## src/rtl/warp_scheduler.sv

```systemverilog
// warp_scheduler: NUM_WARPS kernel contexts, shared round-robin fetch, round-robin issue.
// Optional warp kill support is enabled by defining WARP_SCHED_KILL_EN.
module warp_scheduler #(
    parameter  int NUM_WARPS = 4,
    parameter  int ADDR_W    = 32,
    parameter  int LEN_W     = 16,
    parameter  int INST_W    = 32,
    localparam int WID_W     = $clog2(NUM_WARPS)
) (
    input  logic                 clk,
    input  logic                 rst,
    input  logic                 launch_valid,
    input  logic [WID_W-1:0]     launch_warp,
    input  logic [ADDR_W-1:0]    launch_addr,
    input  logic [LEN_W-1:0]     launch_len,
    output logic                 launch_ready,
    output logic                 mem_req,
    output logic [ADDR_W-1:0]    mem_addr,
    input  logic                 mem_gnt,
    input  logic                 mem_rvalid,
    input  logic [INST_W-1:0]    mem_rdata,
    output logic                 lane_execute,
    output logic [INST_W-1:0]    lane_instruction,
    output logic [WID_W-1:0]     lane_warp,
    input  logic                 lane_ready,
`ifdef WARP_SCHED_KILL_EN
    input  logic                 kill_valid,
    input  logic [WID_W-1:0]     kill_warp,
`endif
    output logic [NUM_WARPS-1:0] warp_done,
    output logic [NUM_WARPS-1:0] busy,
    output logic                 err_spurious
);

    typedef enum logic [1:0] {F_IDLE, F_REQ, F_WAIT} fstate_t;

    fstate_t              fstate;
    logic [WID_W-1:0]     fw;
    logic [WID_W-1:0]     fetch_ptr;
    logic [WID_W-1:0]     issue_ptr;
    logic [ADDR_W-1:0]    pc         [NUM_WARPS];
    logic [LEN_W-1:0]     fetch_left [NUM_WARPS];
    logic [LEN_W-1:0]     issue_left [NUM_WARPS];
    logic [INST_W-1:0]    buf_d      [NUM_WARPS];
    logic [NUM_WARPS-1:0] buf_v;
    logic [NUM_WARPS-1:0] killed;

    logic                 kill_fire;
    logic [WID_W-1:0]     kill_id;

`ifdef WARP_SCHED_KILL_EN
    assign kill_fire = kill_valid && busy[kill_warp];
    assign kill_id   = kill_warp;
`else
    assign kill_fire = 1'b0;
    assign kill_id   = '0;
`endif

    assign launch_ready = !busy[launch_warp];

    function automatic logic [WID_W-1:0] nxt(input logic [WID_W-1:0] w);
        nxt = (int'(w) == NUM_WARPS - 1) ? '0 : w + WID_W'(1);
    endfunction

    // Returns {found, id}; scanning downwards lets the nearest hit win.
    function automatic logic [WID_W:0] rr_pick(
        input logic [NUM_WARPS-1:0] req,
        input logic [WID_W-1:0]     ptr
    );
        int idx;
        rr_pick = '0;
        for (int i = NUM_WARPS - 1; i >= 0; i--) begin
            idx = (int'(ptr) + i) % NUM_WARPS;
            if (req[idx]) rr_pick = {1'b1, WID_W'(idx)};
        end
    endfunction

    logic [NUM_WARPS-1:0] fetch_req;
    logic [NUM_WARPS-1:0] issue_req;
    logic [WID_W:0]       fetch_sel;
    logic [WID_W:0]       issue_sel;
    logic [WID_W-1:0]     issue_base;
    logic                 xfer;

    always_comb begin
        fetch_req = '0;
        issue_req = '0;
        xfer      = lane_execute && lane_ready;
        for (int i = 0; i < NUM_WARPS; i++) begin
            fetch_req[i] = busy[i] && !killed[i] &&
                           fetch_left[i] != '0 && !buf_v[i];
            issue_req[i] = buf_v[i] && !killed[i];
        end
        // The buffer being drained this cycle is not a candidate for the next slot.
        if (xfer) issue_req[lane_warp] = 1'b0;
        if (kill_fire) begin
            issue_req[kill_id] = 1'b0;
            fetch_req[kill_id] = 1'b0;
        end
        issue_base = xfer ? nxt(lane_warp) : issue_ptr;
        fetch_sel  = rr_pick(fetch_req, fetch_ptr);
        issue_sel  = rr_pick(issue_req, issue_base);
    end

    always_ff @(posedge clk) begin
        if (rst) begin
            fstate           <= F_IDLE;
            fw               <= '0;
            fetch_ptr        <= '0;
            issue_ptr        <= '0;
            mem_req          <= 1'b0;
            mem_addr         <= '0;
            lane_execute     <= 1'b0;
            lane_instruction <= '0;
            lane_warp        <= '0;
            warp_done        <= '0;
            busy             <= '0;
            err_spurious     <= 1'b0;
            buf_v            <= '0;
            killed           <= '0;
            for (int i = 0; i < NUM_WARPS; i++) begin
                pc[i]         <= '0;
                fetch_left[i] <= '0;
                issue_left[i] <= '0;
                buf_d[i]      <= '0;
            end
        end else begin
            warp_done <= '0;

            if (launch_valid && launch_ready) begin
                busy[launch_warp]       <= 1'b1;
                pc[launch_warp]         <= launch_addr;
                fetch_left[launch_warp] <= launch_len;
                issue_left[launch_warp] <= launch_len;
                buf_v[launch_warp]      <= 1'b0;
                killed[launch_warp]     <= 1'b0;
            end

            unique case (fstate)
                F_IDLE: begin
                    if (mem_rvalid) err_spurious <= 1'b1;
                    if (fetch_sel[WID_W]) begin
                        fw       <= fetch_sel[WID_W-1:0];
                        mem_req  <= 1'b1;
                        mem_addr <= pc[fetch_sel[WID_W-1:0]];
                        fstate   <= F_REQ;
                    end
                end
                F_REQ: begin
                    if (mem_rvalid) err_spurious <= 1'b1;
                    if (mem_gnt) begin
                        mem_req   <= 1'b0;
                        pc[fw]    <= pc[fw] + ADDR_W'(4);
                        if (fetch_left[fw] != '0)
                            fetch_left[fw] <= fetch_left[fw] - LEN_W'(1);
                        fetch_ptr <= nxt(fw);
                        fstate    <= F_WAIT;
                    end
                end
                F_WAIT: begin
                    if (mem_rvalid) begin
                        if (!killed[fw]) begin
                            buf_v[fw] <= 1'b1;
                            buf_d[fw] <= mem_rdata;
                        end
                        fstate <= F_IDLE;
                    end
                end
                default: fstate <= F_IDLE;
            endcase

            if (xfer) begin
                buf_v[lane_warp]      <= 1'b0;
                issue_left[lane_warp] <= issue_left[lane_warp] - LEN_W'(1);
                issue_ptr             <= nxt(lane_warp);
                if (issue_left[lane_warp] == LEN_W'(1)) begin
                    warp_done[lane_warp] <= 1'b1;
                    busy[lane_warp]      <= 1'b0;
                end
            end

            if (!lane_execute || lane_ready) begin
                lane_execute <= issue_sel[WID_W];
                if (issue_sel[WID_W]) begin
                    lane_warp        <= issue_sel[WID_W-1:0];
                    lane_instruction <= buf_d[issue_sel[WID_W-1:0]];
                end
            end

            // Zero-length kernels finish here; killed warps retire once no fetch is in flight.
            for (int i = 0; i < NUM_WARPS; i++) begin
                if (killed[i]) begin
                    if (!(fstate != F_IDLE && int'(fw) == i)) begin
                        killed[i] <= 1'b0;
                        if (busy[i]) busy[i] <= 1'b0;
                    end
                end else if (busy[i] && issue_left[i] == '0) begin
                    busy[i]      <= 1'b0;
                    warp_done[i] <= 1'b1;
                end
            end

            if (kill_fire) begin
                killed[kill_id]     <= 1'b1;
                buf_v[kill_id]      <= 1'b0;
                fetch_left[kill_id] <= '0;
                issue_left[kill_id] <= '0;
                warp_done[kill_id]  <= 1'b0;
                if (lane_execute && lane_warp == kill_id && !xfer)
                    lane_execute <= 1'b0;
            end
        end
    end

endmodule

```

## config.mk

```make
export PLATFORM = sky130hd
export DESIGN_NAME = warp_scheduler
export DESIGN_NICKNAME = d
export VERILOG_FILES = /design/src/rtl/warp_scheduler.sv
export SDC_FILE = /design/constraint.sdc
export NUM_CORES = 1
export LEC_CHECK = 0
export ABC_AREA = 1
export CAP_MARGIN = 20
export CORE_MARGIN = 2
export CORE_UTILIZATION = 60
export CTS_CLUSTER_SIZE = 30
export DETAILED_ROUTE_END_ITERATION = 8
export PLACE_DENSITY = 0.87
export SLEW_MARGIN = 25
export SYNTH_ARGS = -nofsm -noshare
export SYNTH_HDL_FRONTEND = slang
export SYNTH_SLANG_ARGS = --single-unit
```

## constraint.sdc

```tcl
create_clock -name clk -period 4.7 [get_ports clk]
set_input_delay 0.705 -clock clk [delete_from_list [all_inputs] [get_ports clk]]
set_output_delay 0.705 -clock clk [all_outputs]
set_load 0.005 [all_outputs]
```

# Word level (Yosys, flattened, before mapping)
# Memories as Yosys holds them, arrays and structs flattened. A register that Yosys moved wholly into a read port is not among the register bits.
# Index checks and enable logic that the tools add are counted.
# word_totals
n_memories	4
elab_cells	285
latchBits	0
reg_bits	29
inputBits	88
ram_bits	384
out_inout_bits	78
romBits	0
# memory_table
memory	words	width	rd	rd_clocked_by_memory_dff	write_ports	line	text
buf_d	4	32	1	1	4	44	logic [INST_W-1:0] buf_d [NUM_WARPS];
pc	4	32	2	2	4	41	logic [ADDR_W-1:0] pc [NUM_WARPS];
fetch_left	4	16	5	1	4	42	logic [LEN_W-1:0] fetch_left [NUM_WARPS];
issue_left	4	16	5	1	4	43	logic [LEN_W-1:0] issue_left [NUM_WARPS];
# op_classes
reduce_logical	73
addsub	11
n_mux	146
n_eq_ne	10
n_lt_le_gt_ge	14
div	0
n_shift	0
bitwise	15
mul	0
# ops
operator	n
32-bit two-way mux	3
32-bit OR reduction	3
1-bit two-way mux	82
16-bit nonzero test	5
16-bit zero test	4
16-bit two-way mux	4
16-bit OR reduction	4
4-bit two-way mux	15
2-bit two-way mux	19
32-bit by 3-bit adder with 32-bit output (second input constant)	1
16-bit by 1-bit subtractor with 16-bit output (second input constant)	2
1-bit logical AND	29
3-bit by 4-bit < comparator with 1-bit output (second input constant)	6
3-bit two-way mux	8
4-bit bitwise AND	5
1-bit binary-select mux with 2-bit select	10
16-bit by 1-bit == test with 1-bit output (second input constant)	1
2-bit by 3-bit < comparator with 1-bit output (second input constant)	5
2-bit OR reduction	7
1-bit zero test	10
2-bit by 1-bit adder with 2-bit output (second input constant)	4
2-bit adder (second input constant)	4
4-bit inverter	2
4-bit bitwise OR	2
13 further kinds	34

# Longest topological paths before layout
# Gate-level depths: netlist (run 1).
# depth
word_depth	17
depth_mapped	20
ltp_nobuf	19

# Worst setup path after synthesis (run 1)
# OpenSTA, ideal clock, no wires.
# synth_path
kind	input-to-reg
from	in mem_rvalid
to	mem buf_d[3][0], enable pin
setup_time_ns	0.470
slack_ns	0.970
required_ns	4.230
arrival_time_ns	3.260
path_stages	2
cell_sequence	nand4_1 -> o31ai_1
# synth_lines
element	line	text
from (decl)	20	input logic mem_rvalid,
to (decl)	44	

==> reports/metrics.csv, run 1 <==
stage,metric,value,unit
synthesis,"Primary FF master, synth",edfxtp_1,
clocking,post-CTS resize count,0,
timing,Setup TNS,0,ps
synthesis,Avg Synthesized Cell Area,8.11,sq um
placement,number of port buffers,165,
job,max-cap violations,0,
clocking,setup bufs post-CTS,0,
min_path,Hold EP,mem_req,
drt,Routed WL per cell,20.1,um
worst_setup_path,Worst Path Arrival,4130,ps
placement,Placed Instance Area,28000,sq um
pwr,total power,13800,uW
finish,nets,3405,
clocking,H-tree depth,2,
global_routing,vias in the first global route,23155,
placement,DP Worst Slack,961,ps
placement,gpl congestion,0.991,
worst_setup_path,worst-path fanout max,30,
finish,"commonest cells after routing, fill and taps aside","nand2_1, nor2_1, inv_1, edfxtp_1, nand3_1",
floorplan,die width,212,um
timing,Setup Viol. Count Final,0,
worst_setup_path,CP Capture Type,flop,
finish,Finished Cell Area,29700,sq um
synthesis,mapped cell area,26000,sq um
clocking,Num Clock Sinks,481,
drt,initial drt markers,3199,
drt,vias post-DR,23868,
timing,crit path time final,3780,ps
floorplan,Initial Util,60.6,%
clocking,CTS tree,built,
clocking,Clock Pin Slew Worst Setup and Hold Paths,60,ps
timing,Max Slew Vio Count,0,
global_routing,largest net degree at the start of global routing,97,
clocking,Post-CTS Hold Buffers,0,
min_path,min-delay src,mem_req,
worst_setup_path,crit-path cells,inv_1 -> buf_4 -> a21oi_1 -> a32oi_1 -> inv_2 -> nor2_2 -> nand4_1 -> nor4_1 -> nand3b_1 -> nand3_1 -> o21ai_0,
timing,Slew @ Worst Pin,1070,ps
floorplan,die height,212,um
min_path,Hold Path Depth,2,
clocking,worst-skew pair later-pin latency,620,ps
floorplan,# IOs,166,
worst_setup_path,reg-to-reg endpoint,pc[2][20],
global_routing,gr ovfl total,0,
drt,DRC viols,0,
timing,slew margin rel.,28.7,%
clocking,TritonCTS Buffers,49,
timing,"Hold Vio Cnt, Final",0,
min_path,hold crit path type,flop to flop,
floorplan,core footprint,43000,sq um
global_routing,initial antenna violation count,1,
timing,Max Clock Skew,20.9,ps
synthesis,unique cell type count in the Yosys netlist,53,
finish,Util after Layout,69.1,%
finish,Area Overhead vs Synth,14.1,%
worst_setup_path,Reg2Reg Setup Slack,920,ps
synthesis,warnings from Yosys,0,
drt,Routed Antenna Nets,0,
synthesis,Synth Register Bits,481,
finish,layout cell share with drive strength beyond 1,5.77,%
synthesis,Post-synth EDFFs,384,
timing,RSZ-0062 raised after global routing,false,
placement,placed wire-length estimate,51800,um
drt,1st-pass router iterations,9,
pwr,leak pwr,0.0124,uW
clocking,CTS root buf,clkbuf_16,
finish,FILL cells,3261,
global_routing,first-pass GRT wire length,123000,um
drt,Detailed Route WL,79100,um
drt,via/cell ratio,6.07,
finish,"most common cell after layout, fill and taps aside",nand2_1,
worst_setup_path,CP max stage cell,inv_1,
floorplan,Core Rows,76,
synthesis,register area share after synthesis,51.7,%
pwr,Peak VDD IR,0.509,mV
outcome,outcome,completed,
floorplan,die area,45100,sq um
worst_setup_path,Worst EP required,5050,ps
pwr,PD cells,463,nW/um^2
timing,fin crit share,80.5,%
worst_setup_path,Worst Setup Path Type,flop to flop,
timing,FMAX,264,MHz
worst_setup_path,Reg2Reg Depth,11,
global_routing,GRT Util Overall,35.1,%
worst_setup_path,Startpoint Class,flop,
clocking,clk buf depth,3,
timing,post-route worst setup slack,915,ps
worst_setup_path,"slowest stage delay, CP",660,ps
synthesis,Syn Inst Count,3211,
synthesis,fraction of registers with async set/reset,0,%
synthesis,synthesized net count,3312,
-- cell type report --
cell class                 count  area, sq um  share of cell area (%)
clock buffer                  67         1380                    4.63
multi-input combinational   2144        10200                    34.4
clock inverter                25          300                    1.01
sequential                   481        13500                    45.4
inverter                     411         1540                    5.20
antenna                        1         2.50                 0.00842
timing repair buffer         217         2060                    6.95
tap                          585          732                    2.46
-- metrics by stage --
step / hold slack [ps] / std cells
final: 476 / 3931
after global routing: 494 / 3931
after floorplan: 460 / 3211
after global placement: 462 / 3838
after detailed placement: 484 / 3838
after CTS: 477 / 3930
-- synthesized netlist by cell type (17+ instances only) --
library cell  instances  area share (%)
a21oi_1              66             1.3
buf_2                57             1.1
clkbuf_1             90             1.3
dfxtp_1              97             7.5
edfxtp_1            384              44
inv_1               385             5.5
inv_2                20            0.29
nand2_1             790              11
nand3_1             263             5.1
nand3b_1             35             1.0
nand4_1              22            0.53
nor2_1              413             6.0
nor3_1               40            0.77
nor4_1               19            0.46
o211ai_1             40             1.2
o21ai_0             198             3.8
o21ai_1              27            0.52
o22ai_1              88             2.1
xnor2_1              17            0.57
xor2_1               37             1.2
-- state kept, by name, indices dropped and copies added (netlist names), named ones only --
signal,cells
mem_addr,32
err_spurious,1
busy,4
fstate,2
warp_done,4
lane_execute,1
mem_req,1
buf_v,4
killed,4
buf_d,128
fw,2
fetch_ptr,2
fetch_left,64
pc,128
issue_left,64
lane_warp,2
lane_instruction,32
issue_ptr,2
-- cells by family after synthesis --
group	share of synthesized area, %
xor+xnor	1.88
fa+ha+maj	0.624
buf+inv	9.16
compound gates	10.6
flops	51.7
mux	0.0384
simple gates	25.9
-- report_power, final --
part | switching [uW] | internal, uW
clock network | 1730 | 2340
logic | 3080 | 1410
registers | 222 | 4990
-- worst max path at each step --
stage	endpoint	start	depth (start not counted)	slack, ps
detailed placement	lane_instruction[7]	lane_ready	15	960
floorplan	buf_d[3][0]	mem_rvalid	2	970
global route	fetch_left[2][11]	flop	12	720
global placement	lane_instruction[4]	lane_ready	14	1100
CTS	fetch_left[1][10]	flop	13	1070
finish	pc[2][20]	flop	11	920
-- layer usage --
layer	up-vias	GRT usage [%]	wire, um
met5	-	0	0
met1	11033	45.3	28600
met4	0	18.1	4020
met2	1676	56.9	37200
li1	10819	-	-
met3	340	6.43	9370
-- worst max-delay path: cells and delay by family, from the launching register on --
family	cells	cell delay, ps
DFF	1	310
AOI/OAI and AO/OA	3	650
and+or+nand+nor	5	1250
buffers and inverters	3	1290
No activity file was read; power rests on OpenSTA's default activity.
==> run 2, diff against run 1 <==
==> constraint.sdc (replaced) <==
create_clock -name clk -period 3.9 [get_ports clk]
set_input_delay 0.585 -clock clk [delete_from_list [all_inputs] [get_ports clk]]
set_output_delay 0.585 -clock clk [all_outputs]
set_load 0.005 [all_outputs]
==> run 2 against run 1 <==
Net effect:
- register-to-register slack got worse by 440 ps
- clock power grew 12%
- final cell count is 0.51% higher
- global-route usage is 0.11 points lower
- critical path depth increased by 5
- largest cell class unchanged
==> reports/metrics.csv, run 2 (synthesized netlist as in run 1, its figures left out) <==
stage,metric,value,unit
worst_setup_path,Worst Setup Path Type,flop to flop,
finish,post-route insts no fill,3951,
timing,Max Clock Skew,29.3,ps
worst_setup_path,CP Capture Type,flop,
finish,Area Overhead vs Synth,14.3,%
global_routing,largest net degree at the start of global routing,69,
min_path,Hold Path Depth,2,
min_path,hold crit path type,flop to flop,
global_routing,initial antenna violation count,1,
timing,Slew @ Worst Pin,807,ps
clocking,CTS root buf,clkbuf_16,
drt,1st-pass router iterations,6,
clocking,setup bufs post-CTS,0,
drt,Routed WL per cell,20.0,um
clocking,Clock Pin Slew Worst Setup and Hold Paths,70,ps
global_routing,vias in the first global route,22990,
floorplan,die area,45100,sq um
clocking,worst-skew pair later-pin latency,620,ps
drt,vias post-DR,23733,
floorplan,die height,212,um
timing,slew margin rel.,46.0,%
clocking,post-CTS resize count,0,
timing,crit path time final,3420,ps
timing,Setup Viol. Count Final,0,
drt,Routed Antenna Nets,0,
placement,number of port buffers,165,
finish,"commonest cells after routing, fill and taps aside","nand2_1, nor2_1, inv_1, edfxtp_1, nand3_1",
floorplan,Initial Util,60.6,%
timing,RSZ-0062 raised after global routing,false,
clocking,H-tree depth,2,
finish,"most common cell after layout, fill and taps aside",nand2_1,
floorplan,# IOs,166,
clocking,TritonCTS Buffers,50,
timing,fin crit share,87.8,%
global_routing,GRT Util Overall,35.0,%
worst_setup_path,worst-path fanout max,40,
placement,gpl congestion,1.02,
pwr,Peak VDD IR,0.481,mV
clocking,Post-CTS Hold Buffers,0,
timing,Max Slew Vio Count,0,
clocking,clk buf depth,3,
job,max-cap violations,0,
floorplan,core footprint,43000,sq um
drt,Detailed Route WL,79100,um
placement,placed wire-length estimate,52400,um
pwr,leak pwr,0.0124,uW
finish,nets,3425,
worst_setup_path,Worst EP required,4360,ps
floorplan,die width,212,um
global_routing,first-pass GRT wire length,122000,um
clocking,CTS tree,built,
worst_setup_path,Startpoint Class,flop,
floorplan,Core Rows,76,
worst_setup_path,Reg2Reg Depth,16,
timing,FMAX,292,MHz
placement,placed cells,3857,
drt,DRC viols,0,
finish,FILL cells,3229,
outcome,outcome,completed,
drt,via/cell ratio,6.01,
drt,initial drt markers,3580,
timing,"Hold Vio Cnt, Final",0,
timing,Setup TNS,0,ps
finish,biggest registers after layout,"buf_d x128, pc x128",
clocking,Num Clock Sinks,481,
worst_setup_path,Worst Path Arrival,3890,ps
global_routing,gr ovfl total,0,
pwr,PD cells,546,nW/um^2
finish,layout cell share with drive strength beyond 1,6.06,%
## run 2: cell count changes in the layout (fill, tap and decap cells not counted), moves of 2 or more
cell / previous run / this run
buf_12: 2 / 6
buf_4: 51 / 66
clkbuf_8: 6 / 3
clkinv_2: 13 / 10
clkinv_8: 0 / 2
bufinv_16: 5 / 1
clkbuf_1: 11 / 19
## run 2: through the flow
| step | hold WS (ps) | util (%) | total power [uW] | instance area, sq um | setup slack, ps |
|---|---|---|---|---|---|
| after floorplan | 460 | - | 10000 | 26000 | 282 |
| final | 479 | 69.3 | 16300 | 29800 | 478 |
| after CTS | 464 | 69.3 | 16100 | 29800 | 527 |
| after detailed placement | 464 | 65.7 | 11600 | 28200 | 380 |
| after global placement | 461 | 65.7 | 11400 | 28200 | 568 |
| after global routing | 484 | 69.3 | 17000 | 29800 | 191 |
## run 2: where the power goes
part           internal (uW)  switching, uW
Clock                   2510           2060
Sequential              6010            279
Combinational           1710           3690
Total                  10200           6020
## run 2: critical path, stage by stage (launching register included)
cell     delay [ps]
dfxtp_2         400
inv_2           510
buf_4           340
nand2_1          90
nand3_1         100
nand2_1         130
inv_1            90
nand3_2         120
nor2_4          160
nand4_1         160
nor2_2          220
nand2_1         160
nor2_2          150
nand2_1          80
xor2_1          320
nand2_1         110
o21ai_1         100
## run 2: cell type report
class                   count  area [sq um]  area share (%)
multi-input cells        2144         10200            34.3
clock buffers              72          1360            4.58
inverters                 411          1540            5.18
diodes                      1          2.50         0.00841
well taps                 585           732            2.46
clock inverters            21           178           0.597
repair buffers            236          2260            7.58
flip-flops and latches    481         13500            45.3
## run 2: worst paths after layout
kind / end / startpoint / slack [ps]
setup / recovery: pc[0][24] / flop / 480
hold / removal: mem_req / mem_req / 480
setup reg to reg: pc[0][24] / flop / 480
hold reg to reg: mem_req / mem_req / 480
## run 2: metal layers
metal | wire (um) | part of all wire [%] | GRT usage, %
met5 | 0 | 0 | 0
met2 | 37300 | 47 | 57.6
met3 | 9160 | 12 | 5.36
met1 | 28600 | 36 | 44.9
met4 | 3960 | 5.0 | 18.6
